**config.mk**
```make
export PLATFORM = sky130hd
export DESIGN_NAME = echo_mixer
export DESIGN_NICKNAME = d
export VERILOG_FILES = /design/src/rtl/echo_pkg.sv /design/src/rtl/echo_sat_mac.sv /design/src/rtl/echo_mixer.sv
export SDC_FILE = /design/constraint.sdc
export NUM_CORES = 1
export LEC_CHECK = 0
export ABC_CLOCK_PERIOD_IN_PS = 5300
export BUFFER_PORTS_ARGS = -buffer_cell sky130_fd_sc_hd__buf_2
export CORE_ASPECT_RATIO = 2
export CORE_MARGIN = 5
export CORE_UTILIZATION = 33
export DETAILED_ROUTE_END_ITERATION = 10
export PLACE_DENSITY = 0.56
export RECOVER_POWER = 100
export SYNTH_ARGS = -nofsm -noshare
export SYNTH_HDL_FRONTEND = slang
export SYNTH_SLANG_ARGS = --single-unit
```
**constraint.sdc**
```tcl
create_clock -name pi_clk -period 5.3 [get_ports pi_clk]
set_input_delay 0 -clock pi_clk [delete_from_list [all_inputs] [get_ports pi_clk]]
set_output_delay 0 -clock pi_clk [all_outputs]
set_load 0.05 [all_outputs]
```
**src/rtl/echo_pkg.sv**
```systemverilog
// echo_pkg: shared types, pipeline constants and the saturating adder for the
// echo mixer. The optional recirculating-echo feature is ECHO_FEEDBACK_EN
// (used in echo_mixer.sv).
package echo_pkg;

    // Mixer control states. IDLE is bypass, FILL primes the delay line,
    // RUN reads one delayed sample per input sample.
    typedef enum logic [1:0] {
        ST_IDLE = 2'd0,
        ST_FILL = 2'd1,
        ST_RUN  = 2'd2
    } echo_state_e;

    // Cycles from rd_en to valid read data on the FIFO output.
    localparam int FIFO_RD_LAT = 2;
    // Cycles from accept to po_sample_valid.
    localparam int PIPE_LAT    = 4;

    // Working width of the saturating adder; wide enough that the sum of two
    // in-range operands of any supported sample width can never wrap.
    localparam int SAT_MAX_W = 64;
    localparam logic signed [SAT_MAX_W-1:0] SAT_ONE = 1;

    // Adds two sign-extended operands and clamps the result to the signed
    // range of a 'width'-bit value.
    function automatic logic signed [SAT_MAX_W-1:0] sat_add(
        input logic signed [SAT_MAX_W-1:0] a,
        input logic signed [SAT_MAX_W-1:0] b,
        input int unsigned                 width
    );
        logic signed [SAT_MAX_W-1:0] sum;
        logic signed [SAT_MAX_W-1:0] max_v;
        logic signed [SAT_MAX_W-1:0] min_v;
        sum   = a + b;
        max_v = (SAT_ONE <<< (width - 1)) - SAT_ONE;
        min_v = -(SAT_ONE <<< (width - 1));
        if (sum > max_v) begin
            sat_add = max_v;
        end else if (sum < min_v) begin
            sat_add = min_v;
        end else begin
            sat_add = sum;
        end
    endfunction

endpackage

```
**src/rtl/echo_sat_mac.sv**
```systemverilog
// echo_sat_mac: scales the delayed sample by an unsigned Q0.GAIN_WIDTH gain,
// registers the product, then floors it back to sample scale and adds the
// dry sample with saturation (combinational from the product register).
module echo_sat_mac
    import echo_pkg::*;
#(
    parameter int DATA_WIDTH = 16,
    parameter int GAIN_WIDTH = 8
) (
    input  logic                         clk_i,
    input  logic                         sreset_i,
    input  logic                         load_i,
    input  logic signed [DATA_WIDTH-1:0] delayed_i,
    input  logic        [GAIN_WIDTH-1:0] gain_i,
    input  logic signed [DATA_WIDTH-1:0] dry_i,
    output logic signed [DATA_WIDTH-1:0] sum_o
);

    localparam int PW = DATA_WIDTH + GAIN_WIDTH;

    logic signed [PW-1:0] prod_d;
    logic signed [PW-1:0] prod_q;
    logic signed [PW-1:0] scaled;

    // Signed sample times zero-extended gain; the full product fits in PW bits.
    always_comb begin
        prod_d = PW'(delayed_i) * $signed(PW'(gain_i));
    end

    // Product register, loaded in the cycle the FIFO read data is valid.
    always_ff @(posedge clk_i) begin
        if (sreset_i) begin
            prod_q <= '0;
        end else if (load_i) begin
            prod_q <= prod_d;
        end
    end

    // Arithmetic shift floors toward minus infinity, then saturating add.
    always_comb begin
        scaled = prod_q >>> GAIN_WIDTH;
        sum_o  = DATA_WIDTH'(sat_add(SAT_MAX_W'(scaled), SAT_MAX_W'(dry_i), DATA_WIDTH));
    end

endmodule

```
**src/rtl/echo_mixer.sv**
```systemverilog
// echo_mixer: control and mix stage around the echo delay FIFO. Accepts dry
// samples, primes the FIFO to DELAY_SAMPLES, then mixes the delayed sample
// scaled by pi_gain into each output with a fixed 4-cycle latency.
// Optional: define ECHO_FEEDBACK_EN to write the mixed output (instead of the
// dry sample) back into the FIFO, giving a decaying recirculating echo.
module echo_mixer
    import echo_pkg::*;
#(
    parameter int DATA_WIDTH    = 16,
    parameter int MEM_DEPTH     = 4,
    parameter int DELAY_SAMPLES = 4,
    parameter int GAIN_WIDTH    = 8
) (
    input  logic                         pi_clk,
    input  logic                         pi_sreset,
    input  logic                         pi_enable,
    input  logic        [GAIN_WIDTH-1:0] pi_gain,
    input  logic                         pi_sample_valid,
    input  logic signed [DATA_WIDTH-1:0] pi_sample,
    output logic                         po_sample_valid,
    output logic signed [DATA_WIDTH-1:0] po_sample,
    output logic                         po_drop,
    output logic                         po_err,
    output logic                         po_fifo_wr_en,
    output logic                         po_fifo_rd_en,
    output logic                         po_fifo_sreset_fsm,
    output logic        [DATA_WIDTH-1:0] po_fifo_data,
    input  logic        [DATA_WIDTH-1:0] pi_fifo_data,
    input  logic                         pi_fifo_full,
    input  logic                         pi_fifo_empty
);

    // Fill counter only needs to reach DELAY_SAMPLES (<= MEM_DEPTH).
    localparam int CNT_W = $clog2(DELAY_SAMPLES + 1);

    echo_state_e state_q, state_d;
    logic [CNT_W-1:0] fill_cnt_q, fill_cnt_d;

    // vld_q[k] marks the in-flight sample in cycle k+1 after its accept.
    logic [PIPE_LAT-1:0]          vld_q;
    echo_state_e                  mode_q;
    logic                         rd_q;
    logic signed [DATA_WIDTH-1:0] dry_q;
    logic [GAIN_WIDTH-1:0]        gain_q;
    logic signed [DATA_WIDTH-1:0] out_q;
    logic signed [DATA_WIDTH-1:0] wdata_q;
    logic                         wr_q;
    logic                         err_q;

    logic                         busy;
    logic                         accept;
    logic                         drop;
    logic                         rd_try;
    logic                         rd_issue;
    logic                         err_set;
    logic                         flush;
    echo_state_e                  acc_mode;
    logic signed [DATA_WIDTH-1:0] delayed;
    logic signed [DATA_WIDTH-1:0] mac_sum;
    logic signed [DATA_WIDTH-1:0] wdata_src;

    // Accept/drop decision and FIFO read request in the accept cycle.
    // A sample taken while pi_enable is low always runs as bypass, so the
    // mode it carries down the pipe never depends on a later state change.
    always_comb begin
        busy     = |vld_q;
        accept   = pi_sample_valid && !busy && !pi_sreset;
        drop     = pi_sample_valid && busy && !pi_sreset;
        acc_mode = pi_enable ? state_q : ST_IDLE;
        rd_try   = accept && (acc_mode == ST_RUN);
        rd_issue = rd_try && !pi_fifo_empty;
        err_set  = rd_try && pi_fifo_empty;
        // Leaving FILL/RUN waits until the in-flight sample has produced its
        // output, so the flush never cuts a read or write in half.
        flush    = !pi_sreset && (state_q != ST_IDLE) && !pi_enable && !busy;
        delayed  = rd_q ? $signed(pi_fifo_data) : '0;
    end

`ifdef ECHO_FEEDBACK_EN
    assign wdata_src = mac_sum;
`else
    assign wdata_src = dry_q;
`endif

    // Next-state and fill-counter logic.
    always_comb begin
        state_d    = state_q;
        fill_cnt_d = fill_cnt_q;
        case (state_q)
            ST_IDLE: begin
                fill_cnt_d = '0;
                if (pi_enable) begin
                    state_d = ST_FILL;
                end
            end
            ST_FILL: begin
                if (flush) begin
                    state_d = ST_IDLE;
                end else if (wr_q) begin
                    fill_cnt_d = fill_cnt_q + 1'b1;
                    if ((fill_cnt_d == CNT_W'(DELAY_SAMPLES)) || pi_fifo_full) begin
                        state_d = ST_RUN;
                    end
                end
            end
            ST_RUN: begin
                if (flush) begin
                    state_d = ST_IDLE;
                end
            end
            default: begin
                state_d = ST_IDLE;
            end
        endcase
    end

    // State register and sticky error flag.
    always_ff @(posedge pi_clk) begin
        if (pi_sreset) begin
            state_q    <= ST_IDLE;
            fill_cnt_q <= '0;
            err_q      <= 1'b0;
        end else begin
            state_q    <= state_d;
            fill_cnt_q <= fill_cnt_d;
            if (err_set) begin
                err_q <= 1'b1;
            end
        end
    end

    // Sample pipeline: latch at accept, register output and FIFO write in cycle 4.
    always_ff @(posedge pi_clk) begin
        if (pi_sreset) begin
            vld_q   <= '0;
            mode_q  <= ST_IDLE;
            rd_q    <= 1'b0;
            dry_q   <= '0;
            gain_q  <= '0;
            out_q   <= '0;
            wdata_q <= '0;
            wr_q    <= 1'b0;
        end else begin
            vld_q <= {vld_q[PIPE_LAT-2:0], accept};
            if (accept) begin
                dry_q  <= pi_sample;
                gain_q <= pi_gain;
                mode_q <= acc_mode;
                rd_q   <= rd_issue;
            end
            wr_q <= vld_q[PIPE_LAT-2] && (mode_q != ST_IDLE);
            if (vld_q[PIPE_LAT-2]) begin
                out_q   <= mac_sum;
                wdata_q <= wdata_src;
            end
        end
    end

    echo_sat_mac #(
        .DATA_WIDTH (DATA_WIDTH),
        .GAIN_WIDTH (GAIN_WIDTH)
    ) u_mac (
        .clk_i     (pi_clk),
        .sreset_i  (pi_sreset),
        .load_i    (vld_q[FIFO_RD_LAT-1]),
        .delayed_i (delayed),
        .gain_i    (gain_q),
        .dry_i     (dry_q),
        .sum_o     (mac_sum)
    );

    assign po_sample_valid    = vld_q[PIPE_LAT-1];
    assign po_sample          = out_q;
    assign po_drop            = drop;
    assign po_err             = err_q;
    assign po_fifo_wr_en      = wr_q;
    assign po_fifo_rd_en      = rd_issue;
    assign po_fifo_sreset_fsm = flush;
    assign po_fifo_data       = wdata_q;

endmodule

```
==> Word-level counts from Yosys, hierarchy flattened <==
Index checks and enable logic that the tools add are counted.
{ "totals": {"register_bits": 94, "latch_bits": 0, "ram_bits": 0, "mem_bits_ro": 0, "input_bits": 46, "out_inout_bits": 38, "elab_cells": 63, "memories": 0} }
{ "classes": {"add_sub_neg": 2, "mul": 1, "div": 0, "magnitude_cmp": 2, "n_eq_ne": 10, "shift": 0, "muxes": 13, "bitwise": 0, "n_reduce_logical": 23} }
{ "op_table": {"columns": ["operator", "n"], "rows": [
  ["16-bit two-way mux", 3],
  ["16-bit by 9-bit multiplier with 24-bit output", 1],
  ["16-bit by 16-bit adder with 17-bit output", 1],
  ["17-bit by 16-bit greater-than comparator with 1-bit output (second input constant)", 1],
  ["17-bit by 16-bit < comparator with 1-bit output (second input constant)", 1],
  ["2-bit two-way mux", 6],
  ["1-bit logical AND", 11],
  ["2-bit inequality test (second input constant)", 4],
  ["3-bit two-way mux", 2],
  ["3-bit inequality test (second input constant)", 2],
  ["2-bit case mux with 3 select lines", 1],
  ["3-bit case mux with 2 select lines", 1],
  ["2-bit nonzero test", 3],
  ["2-bit == test (second input constant)", 2],
  ["1-bit logical NOT", 4],
  ["4-bit AND reduction", 1],
  ["4-bit OR reduction", 1],
  ["3-bit by 1-bit adder with 3-bit output (second input constant)", 1],
  ["3-bit == test (second input constant)", 1],
  ["3-bit AND reduction", 1],
  ["2-bit by 1-bit == test with 1-bit output (second input constant)", 1],
  ["2-bit logical NOT", 1],
  ["1-bit logical OR", 1]
]} }

==> Longest topological paths before layout <==
Gate-level depths: netlist of the first run.
{ "logic_depth": {"ltp_word": 7, "ltp_mapped": 20, "ltp_nobuf": 17} }

==> Hierarchy <==
A second synthesis of the first run with hierarchy kept.
{ "unflattened": {"hier_cells": 974, "hier_area_um2": 8505.7} }
{ "modules_own_cells": {"columns": ["mod", "instances", "cells_each", "area_each_um2", "seq_area_each_um2"], "rows": [
  ["echo_sat_mac", 1, 682, 5803.1, 320.3],
  ["echo_mixer", 1, 292, 2702.6, 1401.3]
]} }

==> Least setup slack after synthesis of the first run <==
Ideal clock, no wire load.
{ "synth_timing": {"path_kind": "flip-flop to flip-flop", "from": "register rd_q", "to": "register u_mac.prod_q[22]", "setup_time_ps": 117, "arrival_ps": 4996, "t_required_ps": 5183, "path_slack_ps": 186, "path_stages_with_launch": 20, "path_buffers": 2, "period_less_slack_ps": 5114, "path_cell_list": "dfxtp_1 clkbuf_1 clkbuf_1 and2_1 nand2_1 fa_1 inv_1 fa_1 fa_1 inv_1 fa_1 inv_1 ha_1 nand4_1 or2_2 o21ai_0 a31oi_1 o21ai_0 or3_1 a32o_1"} }
{ "synth_via": {"elab_chain_len": 2} }
{ "synth_rtl": {"columns": ["element", "line", "source"], "rows": [
  ["from (decl)", "echo_mixer.sv:42", "logic rd_q;"],
  ["from (signal assigned)", "echo_mixer.sv:149", "rd_q <= rd_issue;"],
  ["16-bit two-way mux", "echo_mixer.sv:76", "delayed = rd_q ? $signed(pi_fifo_data) : '0;"],
  ["16-bit by 9-bit multiplier with 24-bit output", "echo_sat_mac.sv:27", "prod_d = PW'(delayed_i) * $signed(PW'(gain_i));"],
  ["to (signal assigned)", "echo_sat_mac.sv:35", "prod_q <= prod_d;"],
  ["to (decl)", "echo_sat_mac.sv:22", "logic signed [PW-1:0] prod_q;"]
]} }
Every way passes these cells.
A chain may end at the register's enable or synchronous reset.

==> Final worst setup path of the first run <==
Same ends and word-level chain as after synthesis.

==> qor.csv, run 1 <==
metric;value;unit
antenna_found_initial;0;
seqPwrFrac;44.0;%
p_leak;4.661;nW
met1_usage;18.41;%
drive_gt1_share;10.99;%
routedWlPerCell;15.05;µm
worstHoldStart;pi_sreset;
use_met2;27.60;%
root_buffer;clkbuf_16;
tightest_slew;2.911;ns
grt_pass1_vias;7449;
die_w;124.5;µm
core;26070;µm²
fin_nets;1303;
path_class;reg2reg;
clk_latency;0.35;ns
ys_seq_area_share;19.90;%
first_pass_iters;5;
p_clk_share;42.5;%
p_per_area;158.3;nW/µm²
seq_area;1723;µm²
finalClockSkew;0.007207;ns
relSlewSlack;-94.05;%
drtIter0Drc;360;
setup_viol;0;
status;complete, but fails checks;
final_cells;1445;
p_sw;447.0;µW
overflow;0;
fill_cells;2819;
end_kind;register;
syn-cell-area;8653;µm²
cp_max_fo;35;
cts_max_path_buffers;2;
synthFlopType;dfxtp_1;
cp-startpoint;rd_q$_SDFFE_PP0P_;
start_util;33.20;%
path_cells;buf_12 -> and2_4 -> nand2_1 -> fa_2 -> inv_1 -> fa_1 -> fa_1 -> inv_1 -> fa_1 -> inv_1 -> ha_1 -> nand4_1 -> or2_2 -> o21ai_0 -> a31oi_1 -> o21ai_1 -> or3_1 -> a32o_1;
synth_fp_nets;1210;
post-dp-hpwl;17.10;mm
r2r-start;rd_q$_SDFFE_PP0P_;
synth_edf_count;0;
ys_warn_count;0;
multi_input_area;6148;µm²
io_buffer_count;83;
grt_pass1_wl;37.17;mm
gp_congestion;0.8675;
diodes;0;
ant_nets;0;
grt_use_met3;1.990;%
via_count;7115;
dp_cells;1399;
internal_power;1.136;mW
gr-max-usage-layer;met2;
hp-class;in2reg;
rows;84;
viasPerCell;4.924;
ir_drop;143.8;µV
synth-seq-cells;86;
violations;max-capacitance violations, max-slew violations;
mostFrequentLayoutCells;inv_1, nand2_1, fa_1;
area_growth_syn_to_layout;15.51;%
worstSetupStartpointType;register;
design_power_total;1.583;mW
required;5.54;ns
clock_sinks;86;
maxCapViolCount;1;
max_stage_delay;0.65;ns
fmax;0.1986;GHz
cts_made_buffers;9;
cts_max_level;3;
grt_max_degree;79;
wirelength;21.74;mm
hold_ws;0.3185;ns
combPwrFrac;13.5;%
slew_viol_final;49;
utilization;38.35;%
ioPinCount;84;
async_flop_share;0;%
die_h;239.0;µm
cts.reportedPaths.clkPinSlew;0.07;ns
slowest_stage;fa_2;
grt_usage;14.96;%
hold_viol;0;
dieArea;29760;µm²
final_common_cell;inv_1;
tritoncts;built;
p_sw_share;28.24;%
avgSynthCellArea;8.627;µm²
cp_data_arrival_time;5.27;ns
synth_cell_types;66;
route.detailed.drc;0;
synthCells;1003;
period_minus_slack;5.036;ns
finalCritPeriodShare;95.02;%
[area by class of cell]
cell class / count / share of cell area, %
Tap cell: 344 / 4.306
Inverter: 144 / 5.407
Clock inverter: 6 / 0.8136
Timing Repair Buffer: 134 / 8.336
Multi-Input combinational cell: 721 / 61.51
Clock buffer: 10 / 2.391
Sequential cell: 86 / 17.24
[what timing repair did]
action / CTS / global route
endpoints found under the hold margin: 27 / 0
resized for setup: 0 / 14
hold buffers: 28 / 0
endpoints found under the setup margin: 0 / 6
buffers inserted: 0 / 2
[cells in the mapped netlist (all sizes together) (4+ instances only)]
master	count	area, µm²
dfxtp	86	1722
inv	143	536.8
a211oi	21	222.7
and2	13	81.33
o311ai	4	35.03
nand3	17	90.09
maj3	15	166.4
nor3	15	80.08
mux2i	20	200.2
nor2	54	202.7
nor2b	8	50.05
a32o	5	50.05
nand3b	27	202.7
and3	56	350.3
or3	8	50.05
nand4	9	56.30
o211ai	5	42.54
a21oi	41	205.2
nand2	143	539.3
ha	61	763.2
o21bai	4	41.29
nor4	4	37.53
fa	100	2002
a21o	11	82.58
xor2	9	78.83
xnor2	12	123.9
buf	14	83.82
a211o	4	35.03
o21ai	26	137.6
clkbuf	38	142.6
[sequential cells by signal, indices dropped and copies added (netlist names)]
register and flops:
fill_cnt_q 3, u_mac.prod_q 16, po_fifo_data 16, po_sample 16, rd_q 1, vld_q 4, gain_q 8, state_q 2
mode_q 2, dry_q 16, po_fifo_wr_en 1, po_err 1
[logic make-up after synthesis]
group                    count (synthesis)  share of synthesized area, %
AO/OA/AOI/OAI                          141                         11.81
AND/OR/NAND/NOR                        363                         20.89
adder cells (fa/ha/maj)                176                         33.88
flip-flops                              86                         19.90
multiplexers                            20                         2.313
buffers and inverters                  196                         8.863
XOR/XNOR                                21                         2.342
[per-layer routing]
layer	wire (µm)	share of wire, %
met3	680	3.1
met4	234	1.1
met5	0	0
met1	9180	42
met2	11650	54
[worst max-delay path: cells and delay by family, from the launching register on]
kind	cells	cell delay, ns
flops	1	0.38
fa+ha+maj	5	2.53
simple gates	5	0.90
compound gates	4	0.72
buf+inv	4	0.42
[power groups by stage]
stage          registers, mW  clock network, mW  logic [mW]
2_1_floorplan          0.713                  0       0.129
3_3_place_gp           0.711                  0       0.201
3_5_place_dp           0.712                  0       0.203
4_1_cts                0.697              0.693       0.221
5_1_grt                0.700              0.726       0.233
6_report               0.697              0.673       0.214
[final timing paths]
kind	endpoint	slack, ns	cells past startpoint
max	u_mac.prod_q[22]$_SDFFE_PP0P_	0.26	18
min	po_err$_SDFFE_PP0P_	0.32	3
max reg2reg	u_mac.prod_q[22]$_SDFFE_PP0P_	0.26	18
min reg2reg	po_fifo_wr_en$_SDFF_PP0_	0.46	1
[per-stage QoR]
| step | cell area [µm²] | setup WS [ns] | TNS [ns] |
|---|---|---|---|
| finish | 9996 | 0.2639 | 0 |
| CTS | 10040 | 0.1490 | 0 |
| floorplan | 8653 | 0.1863 | 0 |
| global route | 9996 | -0.01038 | -0.01038 |
| global placement | 9444 | 0.2535 | 0 |
| detailed placement | 9444 | 0.1631 | 0 |
No activity file was read; power rests on OpenSTA's default activity.
==> inputs of run 2 (changes only) <==
--- a/config.mk
+++ b/config.mk
@@ -12,7 +12,9 @@
 export CORE_UTILIZATION = 33
 export DETAILED_ROUTE_END_ITERATION = 10
 export PLACE_DENSITY = 0.56
-export RECOVER_POWER = 100
+export RECOVER_POWER = 25
+export SKIP_CTS_REPAIR_TIMING = 1
+export SKIP_LAST_GASP = 1
 export SYNTH_ARGS = -nofsm -noshare
 export SYNTH_HDL_FRONTEND = slang
 export SYNTH_SLANG_ARGS = --single-unit
==> run 2 against run 1 <==
  * Sequential power hardly changed
  * Clock-buffer cell count unchanged
  * Utilization rose by 0.16 points
  * Critical endpoint unchanged
  * Die area unchanged
  * The run ends with negative hold slack left
  * Critical path depth unchanged
  * Global-route usage is 0.25 points lower
  * Sequential share of layout area is 0.061 points lower
  * Largest cell class unchanged
  * Clock skew about the same
==> qor.csv, run 2 (synthesis results as in run 1) <==
metric;value;unit;change
critical-path-top-delay-family;adder cells;;
antenna_found_initial;0;;unchanged
area_growth_syn_to_layout;16.01;%;
end_kind;register;;
setup_viol;0;;unchanged
clock_sinks;86;;unchanged
hp-class;in2reg;;
gr-max-usage-layer;met2;;
relSlewSlack;36.57;%;+130 points
final_common_cell;inv_1;;
overflow;0;;unchanged
cts_max_path_buffers;2;;unchanged
fmax;0.1988;GHz;+0.13%
viasPerCell;4.949;;+0.51%
regToRegEndpoint;u_mac.prod_q[22]$_SDFFE_PP0P_;;
cp_data_arrival_time;5.27;ns;about the same
ant_nets;0;;unchanged
die_w;124.5;µm;unchanged
grt_pass1_vias;7311;;-1.9%
diodes;0;;unchanged
hold_viol;1;;+1
crit_cells;18;;unchanged
hold_ws;-0.02068;ns;-0.3391 ns
drive_gt1_share;13.45;%;+2.5 points
tightest_slew;0.9456;ns;-1.965 ns
r2r-start;rd_q$_SDFFE_PP0P_;;
drtIter0Drc;380;;+5.6%
via_count;7146;;+0.44%
p_leak;4.717;nW;+1.2%
status;complete, but fails checks;;
final_cells;1444;;-0.069%
worst-r2r-cell-count;18;;unchanged
violations;negative hold slack;;
max_stage_delay;0.65;ns;about the same
rows;84;;unchanged
design_area;10040;µm²;+0.43%
mostFrequentLayoutCells;inv_1, nand2_1, fa_1;;
dieArea;29760;µm²;unchanged
grt_pass1_wl;36.46;mm;-1.9%
gp_congestion;0.8675;;unchanged
cts.reportedPaths.clkPinSlew;0.07;ns;about the same
rsz0062_at_grt;yes;;
finalClockSkew;0.007179;ns;-0.00002765 ns
period_minus_slack;5.030;ns;-0.006362 ns
design_power_total;1.588;mW;+0.31%
root_buffer;clkbuf_16;;
cts_made_buffers;9;;unchanged
r2r_slack;0.27;ns;about the same
io_buffer_count;83;;unchanged
fin_nets;1302;;-0.077%
p_per_area;158.2;nW/µm²;-0.11%
ir_drop;143.3;µV;-0.34%
routedWlPerCell;15.08;µm;+0.21%
path_cells;buf_12 -> and2_4 -> nand2_1 -> fa_2 -> inv_1 -> fa_1 -> fa_1 -> inv_1 -> fa_1 -> inv_1 -> ha_1 -> nand4_1 -> or2_2 -> o21ai_0 -> a31oi_1 -> o21ai_1 -> or3_1 -> a32o_1;;
met1_usage;18.19;%;-0.22 points
ioPinCount;84;;unchanged
slowest_stage;fa_2;;
grt_max_degree;79;;unchanged
dp_cells;1399;;unchanged
path_class;reg2reg;;
setup_tns;0;ns;unchanged
slew_viol_final;0;;-100%
post-dp-hpwl;17.10;mm;unchanged
use_met2;26.94;%;-0.66 points
clk_latency;0.35;ns;about the same
wirelength;21.77;mm;+0.14%
finalCritPeriodShare;94.90;%;-0.12 points
place_area;9444;µm²;unchanged
worstSetupStartpointType;register;;
cts_max_level;3;;unchanged
path_buf_inv;4;;unchanged
maxCapViolCount;0;;-1
start_util;33.20;%;unchanged
first_pass_iters;8;;+3
grt_usage;14.71;%;-0.25 points
core;26070;µm²;unchanged
cp_max_fo;35;;unchanged
grt_use_met3;2.035;%;+0.045 points
route.detailed.drc;0;;unchanged
required;5.54;ns;about the same
tritoncts;built;;
critPathCapture;u_mac.prod_q[22]$_SDFFE_PP0P_;;
cp-startpoint;rd_q$_SDFFE_PP0P_;;
die_h;239.0;µm;unchanged
[run 2: layer usage]
metal	vias up	share of wire, %
li1	3502	-
met1	3499	43
met2	127	53
met3	18	2.9
met4	0	1.1
met5	-	0
[run 2: through the flow]
stage	setup WS, ns	util (%)
after detailed placement	0.1631	36.23
after CTS	0.1490	37.46
after global routing	-0.01591	38.51
after global placement	0.2535	36.23
after floorplan	0.1863	-
final	0.2703	38.51
[run 2: cell type report]
type	instances	area (µm²)
Clock buffer	10	239.0
Clock inverter	6	81.33
Fill cell	2801	16030
Inverter	144	540.5
Multi-Input combinational cell	721	6181
Sequential cell	86	1724
Tap cell	344	430.4
Timing Repair Buffer	133	842.1
[run 2: worst register-to-register path: stages, from the launching register on]
cell,delay [ns]
dfxtp_1,0.38
buf_12,0.19
and2_4,0.18
nand2_1,0.12
fa_2,0.65
inv_1,0.13
fa_1,0.51
fa_1,0.49
inv_1,0.06
fa_1,0.53
inv_1,0.04
ha_1,0.35
nand4_1,0.11
or2_2,0.12
o21ai_0,0.08
a31oi_1,0.26
o21ai_1,0.14
or3_1,0.36
a32o_1,0.24
[run 2: worst min-delay path by stage]
stage / start / end / depth (start not counted)
3_3_place_gp: pi_gain[5] / gain_q[5]$_SDFFE_PP0P_ / 3
2_1_floorplan: pi_sreset / vld_q[3]$_SDFF_PP0_ / 1
3_5_place_dp: pi_sample[4] / dry_q[4]$_SDFFE_PP0P_ / 3
5_1_grt: pi_enable / mode_q[0]$_SDFFE_PP0P_ / 3
6_report: pi_enable / mode_q[0]$_SDFFE_PP0P_ / 3
4_1_cts: pi_sample[12] / dry_q[12]$_SDFFE_PP0P_ / 3
[run 2: report_power, final]
part           total (mW)  switching (mW)  leakage, nW  internal [mW]
combinational       0.219           0.135         3.86         0.0841
clock               0.672           0.286        0.156          0.386
sequential          0.697          0.0290        0.699          0.668
total                1.59           0.449         4.72           1.14
